**src/rtl/spi_master_byte.sv**
```systemverilog
// spi_master_byte: SPI mode-0 byte master with SS setup/hold/idle framing and gapless bursts.
module spi_master_byte #(
   parameter int CLK_DIV  = 4,
   parameter int SS_SETUP = 2,
   parameter int SS_IDLE  = 4
) (
   input  logic       sysClk,
   input  logic       usrReset_n,
   input  logic [7:0] tx,
   input  logic       txValid,
   input  logic       txLast,
   output logic       txReady,
   output logic [7:0] rx,
   output logic       rxValid,
   output logic       busy,
   output logic       SCLK,
   output logic       MOSI,
   output logic       SS,
   input  logic       MISO
);
   typedef enum logic [2:0] {IDLE, SETUP, XFER, WAIT, HOLD, GAP} state_t;
   localparam logic [7:0] DIV_LD   = 8'(CLK_DIV - 1);
   localparam logic [7:0] SETUP_LD = 8'(SS_SETUP - 1);
   localparam logic [7:0] IDLE_LD  = 8'(SS_IDLE - 1);
   state_t     r_state, w_next;
   logic [7:0] r_cnt, r_div, r_half, r_txsh, r_rxsh, r_rx;
   logic       r_last, r_sclk, r_mosi, r_ss, r_rxv, r_ready, r_miso_m, r_miso_s;
   logic       w_accept, w_cnt_done, w_tick, w_fall, w_end, w_sample;

   always_comb begin
      w_accept   = txValid && r_ready;
      w_cnt_done = r_cnt == 8'd0;
      w_tick     = r_state == XFER && r_div == 8'd0;
      w_fall     = w_tick && r_sclk;
      w_end      = w_tick && r_half == 8'd15;
      // MISO is taken in the first cycle of each high half, one cycle after the rising edge
      w_sample   = r_state == XFER && r_sclk && r_div == DIV_LD;
      w_next     = r_state;
      case (r_state)
         IDLE:    if (w_accept) w_next = SETUP;
         SETUP:   if (w_cnt_done) w_next = XFER;
         XFER:    if (w_end) w_next = r_last ? HOLD : WAIT;
         WAIT:    if (w_accept) w_next = XFER;
         HOLD:    if (w_cnt_done) w_next = GAP;
         GAP:     if (w_cnt_done) w_next = IDLE;
         default: w_next = IDLE;
      endcase
   end

   always_ff @(posedge sysClk or negedge usrReset_n) begin
      if (!usrReset_n) r_state <= IDLE;
      else r_state <= w_next;
   end

   always_ff @(posedge sysClk or negedge usrReset_n) begin
      if (!usrReset_n) begin
         r_cnt    <= '0;
         r_div    <= '0;
         r_half   <= '0;
         r_txsh   <= '0;
         r_rxsh   <= '0;
         r_rx     <= '0;
         r_last   <= 1'b0;
         r_sclk   <= 1'b0;
         r_mosi   <= 1'b0;
         r_ss     <= 1'b1;
         r_rxv    <= 1'b0;
         r_ready  <= 1'b0;
         r_miso_m <= 1'b0;
         r_miso_s <= 1'b0;
      end else begin
         r_miso_m <= MISO;
         r_miso_s <= r_miso_m;
         r_ready  <= w_next == IDLE || w_next == WAIT;
         r_ss     <= w_next == IDLE || w_next == GAP;
         r_rxv    <= w_end;
         if (w_next != r_state) r_cnt <= w_next == GAP ? IDLE_LD : SETUP_LD;
         else if (!w_cnt_done) r_cnt <= r_cnt - 8'd1;
         if (w_next == XFER && r_state != XFER) begin
            r_div  <= DIV_LD;
            r_half <= 8'd0;
         end else if (w_tick) begin
            r_div  <= DIV_LD;
            r_half <= r_half + 8'd1;
         end else if (r_div != 8'd0) r_div <= r_div - 8'd1;
         if (w_tick) r_sclk <= ~r_sclk;
         if (w_accept) begin
            r_txsh <= tx;
            r_mosi <= tx[7];
            r_last <= txLast;
         end else if (w_fall && !w_end) begin
            r_txsh <= {r_txsh[6:0], 1'b0};
            r_mosi <= r_txsh[6];
         end
         if (w_sample) r_rxsh <= {r_rxsh[6:0], r_miso_s};
         if (w_end) r_rx <= r_rxsh;
      end
   end

   assign txReady = r_ready;
   assign rx      = r_rx;
   assign rxValid = r_rxv;
   assign busy    = r_state != IDLE;
   assign SCLK    = r_sclk;
   assign MOSI    = r_mosi;
   assign SS      = r_ss;
endmodule

```
**config.mk**
```make
export PLATFORM = sky130hd
export DESIGN_NAME = spi_master_byte
export DESIGN_NICKNAME = d
export VERILOG_FILES = /design/src/rtl/spi_master_byte.sv
export SDC_FILE = /design/constraint.sdc
export NUM_CORES = 1
export LEC_CHECK = 0
export BUFFER_PORTS_ARGS = -buffer_cell sky130_fd_sc_hd__buf_2
export CAP_MARGIN = 40
export CORE_MARGIN = 2
export CORE_UTILIZATION = 35
export DETAILED_ROUTE_END_ITERATION = 8
export PLACE_DENSITY = 0.54
export SLEW_MARGIN = 20
export SYNTH_ARGS = -nofsm -noshare
export SYNTH_HDL_FRONTEND = slang
export SYNTH_SLANG_ARGS = --single-unit
```
**constraint.sdc**
```tcl
create_clock -name sysClk -period 2.2 [get_ports sysClk]
set_input_delay 0 -clock sysClk [delete_from_list [all_inputs] [get_ports sysClk]]
set_output_delay 0 -clock sysClk [all_outputs]
set_load 0.03 [all_outputs]
```
# Word-level counts from Yosys, hierarchy flattened
# Index checks and enable logic that the tools add are counted.
# W data, S select, Z words.
[classes] reduce_logical=20 eq_ne=13 n_addsub=3 bitwise=1 muxes=20
[op_table] op="$mux W8" n=7
[op_table] op="$mux W3" n=7
[op_table] op="$pmux W3 S6" n=1
[op_table] op="$logic_not A8 Y1" n=2
[op_table] op="$sub A8 B1 Y8 const B" n=2
[op_table] op="$mux W7" n=2
[op_table] op="$eq A3 B2 Y1 const B" n=4
[op_table] op="$eq A3 B3 Y1 const B" n=3
[op_table] op="$add A8 B1 Y8 const B" n=1
[op_table] op="$eq A8 B2 Y1 const B" n=1
[op_table] op="$eq A8 B4 Y1 const B" n=1
[op_table] op="$logic_and A1 B1 Y1" n=8
[op_table] op="$reduce_bool A8 Y1" n=1
[op_table] op="$logic_not A3 Y1" n=2
[op_table] op="$reduce_bool A3 Y1" n=2
[op_table] op="$reduce_bool A2 Y1" n=2
[op_table] op="$eq A3 B1 Y1 const B" n=1
[op_table] op="$ne A3 B2 Y1 const B" n=1
[op_table] op="$ne A3 B3 Y1" n=1
[op_table] op="$logic_or A1 B1 Y1" n=2
[op_table] op="$mux W1" n=2
[op_table] op="$mux W2" n=1
[op_table] op="$ne A2 B1 Y1 const B" n=1
[op_table] op="$logic_not A1 Y1" n=1
[op_table] op="$not A1 Y1" n=1
[word_totals] out_inout_bits=14 ff_bits=58 inputBits=13

# Depth between registers and ports, before layout
[logic_depth] word_depth=8 depth_mapped=8 ltp_nobuf=7

# Worst setup path after synthesis
# OpenSTA, ideal clock, no wires.
[synth_path] kind="register to register" startpoint="register r_div[0]" endpoint="register r_div[6]" setup_time_ns=0.094 synth_period_minus_slack_ns=1.898 path_stages_with_launch=8 setup_slack_ns=0.302 arrival_time_ns=1.804 cell_sequence="dfrtp_1 -> inv_1 -> ha_1 -> nor3b_2 -> buf_6 -> a211o_1 -> or4_1 -> a211oi_1"
[synth_via] elab_chain_cells=8 elab_cells_between_ends=13 cone_classes="1 x add/sub; 1 x eq/ne; 5 x mux; 6 x reduce/logical"
[synth_lines] element="start: declaration" line_no="26" rtl="logic [7:0] r_cnt, r_div, r_half, r_txsh, r_rxsh, r_rx;"
[synth_lines] element="start signal: assignment" line_no="85" rtl="end else if (r_div != 8'd0) r_div <= r_div - 8'd1;"
[synth_lines] element="$logic_not A8 Y1" line_no="33" rtl="w_tick = r_state == XFER && r_div == 8'd0;"
[synth_lines] element="$logic_and A1 B1 Y1" line_no="33"
[synth_lines] element="$logic_and A1 B1 Y1" line_no="35" rtl="w_end = w_tick && r_half == 8'd15;"
[synth_lines] element="$mux W3" line_no="42" rtl="XFER: if (w_end) w_next = r_last ? HOLD : WAIT;"
[synth_lines] element="$pmux W3 S6" line_no="39" rtl="case (r_state)"
[synth_lines] element="$eq A3 B2 Y1" line_no="79" rtl="if (w_next == XFER && r_state != XFER) begin"
[synth_lines] element="$logic_and A1 B1 Y1" line_no="79"
[synth_lines] element="$reduce_bool A3 Y1 (no line) / $mux W8 (equally long branches)"
# Several ways; a longest one is shown, not always the timed one. The select of a mux whose other input is x is not followed.
# A chain may end at the register's enable or synchronous reset.

# Final worst setup path
# Same ends and word-level chain as after synthesis.

==> reports/qor.yml <==
pwr:
  ir_worst_vdd_uv: 540.8
  power.density_nw_per_um2: 1164
  power_frac_seq_pct: 43.3
  power_uw: 4036
  p_leak_uw: 0.001628
  p_int_uw: 2508
  p_clk_share_pct: 20.0
  combPwrFrac_pct: 36.7
  power.share.switching_pct: 37.87
  switchingPower_uw: 1529
routing:
  wl_per_cell_um: 13.36
  vias_per_cell: 4.988
  dr.pass1.iters: 4
  antenna_left: 0
  drcViolationCount: 0
  wirelength_um: 5637
  dr_total_vias: 2105
  drt_iter0_markers: 129
floorplan:
  rows: 33
  die_h_um: 94.82
  initial_utilization_pct: 35.67
  pin_count: 27
  die_w_um: 94.82
  die_area_um2: 8990
  design.core.area_um2: 8093
clock_network:
  cts.htree.levels: 3
  clkTransAtPathRegs_ns: 0.07
  worstSkewPairLatency_ns: 0.34
  cts_buffers: 9
  root_buffer: "clkbuf_8"
  cts_tree: "yes"
  cts_buffer_depth: 2
  clkSinkCount: 58
worst_setup_path:
  crit_path_max_fanout: 8
  cp.arrival_ns: 2.34
  critPathKind: "flop to flop"
  startpoint_type: "flop"
  crit_path_end_kind: "flop"
  required_ns: 2.45
status:
  status: "completed"
synth:
  yosys-top-cells-area: "dfrtp_1 (49%), mux2_2 (9.8%), nand2_1 (4.8%)"
  synth-main-ff-cell: "dfrtp_1"
  synth.top_cell.area_share_pct: 49.41
  synth_edf_count: 0
  ys_warn_count: 0
  syn_nets: 278
  synthMuxAreaShare_pct: 10.10
  yosys.area_share.simple_pct: 21.33
  ys_seq_area_share_pct: 50.33
  synth_fa_ha_area_share_pct: 2.167
  synth-compound-area-share_pct: 9.103
  synth_top_family_by_area: "simple AND/OR/NAND/NOR gates"
  async_flop_share_pct: 100.0
  synth_top_cell_by_area: "dfrtp_1"
  postSynthCellCount: 260
  postSynthAreaPerCell_um2: 11.10
  synth_cell_types: 56
  syn_area_um2: 2887
  synth_xor_xnor_area_share_pct: 3.034
  ys_ff_latch: 58
layout:
  final_area_um2: 3467
  fin_nets: 331
  mostFrequentLayoutCells: "dfrtp_1 (57), nand2_1 (37), buf_2 (26), mux2_2 (25), buf_4 (14)"
  diodes: 0
  drive_gt1_share_pct: 33.12
  final_common_cell: "dfrtp_1"
  synthToLayoutAreaGrowth_pct: 20.11
  fin_util_pct: 42.84
grt:
  grt_pass1_vias: 1957
  grt_remaining_overflow: 0
  grt_first_pass_wirelength_um: 9425
  grt_max_degree: 37
  antenna_found_initial: 0
  track_usage_pct: 13.59
flow_run:
  drv_cap: 0
timing:
  clock.fmax_ghz: 0.4780
  rsz0062_at_grt: "no"
  tns_ns: 0
  period_share_pct: 95.10
  setup_viol: 0
  slew_viol_final: 0
  period_minus_slack_ns: 2.092
  skew_ns: 0.01114
  worst_slew_pin_slew_ns: 0.5887
  hold_viol_final: 0
  slew_headroom_pct: 60.76
  hold_slack_ns: 0.2008
placed_design:
  placement.io_buffers: 26
  postPlaceCellArea_um2: 3193
  gp_congestion: 0.7581
  post-dp-hpwl_um: 3807
hold_path:
  hp-class: "primary input to async pin"
layer usage:
| metal | vias to the layer above | routed length [µm] | global-route usage, % |
|---|---|---|---|
| met2 | 38 | 2599 | 20.86 |
| met5 | - | 0 | 0 |
| met3 | 10 | 234 | 3.831 |
| met4 | 0 | 92 | 5.918 |
| met1 | 1019 | 2711 | 17.91 |
| li1 | 1038 | - | - |
cell families after synthesis:
group | after synthesis
AND/OR/NAND/NOR | 102
flip-flops | 58
AO/OA/AOI/OAI | 40
multiplexers | 26
buffers and inverters | 19
XOR/XNOR | 10
adder cells (fa/ha/maj) | 5
synth_stat cells, types with 4 or more instances:
cell       n
dfrtp_1   57
nand2_1   37
mux2_2    25
a21oi_1   11
nor3_1    10
inv_1      9
nor2_1     9
o21ai_0    6
xnor2_1    6
a211oi_1   5
buf_6      5
ha_1       5
nand3_1    4
xor2_1     4
cell type report:
type / count / area (µm²)
fill: 798 / 4626
sequential: 58 / 1453
tap: 105 / 131.4
multi-input combinational: 183 / 1325
clock buffer: 9 / 123.9
timing repair buffer: 52 / 365.4
clock inverter: 6 / 35.03
inverter: 9 / 33.78
critical path: stages, from the launching register on:
cell and delay (ns):
dfrtp_1 0.40, inv_1 0.08, ha_1 0.18, nor3b_2 0.20, buf_4 0.17, a211o_1 0.31, or4_1 0.43, a211oi_2 0.23
flip-flops by register name, indices dropped and copies added, names as in the netlist:
register and count:
txReady 1, MOSI 1, r_half 8, r_miso_s 1, r_last 1, rx 8, SCLK 1, r_state 3
r_miso_m 1, r_cnt 8, r_txsh 7, r_div 8, rxValid 1, SS 1, r_rxsh 8
power by group through the flow:
| stage | registers, µW | logic, µW | clock network [µW] |
|---|---|---|---|
| 2_1_floorplan | 1740 | 1110 | 0 |
| 3_3_place_gp | 1760 | 1440 | 0 |
| 3_5_place_dp | 1760 | 1480 | 0 |
| 4_1_cts | 1750 | 1490 | 848 |
| 5_1_grt | 1800 | 1660 | 900 |
| 6_report | 1750 | 1480 | 808 |
metrics by stage:
step                setup slack (ns)  std cells
finish                        0.1079        422
global route                0.003716        422
CTS                          0.09559        422
detailed placement            0.1171        396
global placement              0.1866        396
floorplan                     0.3022        260
worst paths after layout:
check	slack (ns)	depth (start not counted)	startpoint	endpoint
max	0.11	7	r_div[0]	r_div[6]
min	0.20	2	usrReset_n	txReady
max reg2reg	0.11	7	r_div[0]	r_div[6]
min reg2reg	0.35	0	r_miso_m	r_miso_s
max in group asynchronous	1.41	3	usrReset_n	MOSI
min in group sysClk	0.28	4	txValid	r_last
what timing repair did:
| action | in CTS | in global routing |
|---|---|---|
| endpoints found under the setup margin | 0 | 1 |
| gates resized for setup | 0 | 1 |
| hold buffers | 11 | 0 |
| endpoints found under the hold margin | 31 | 0 |
| setup buffers | 0 | 0 |
No activity file was read; power rests on OpenSTA's default activity.
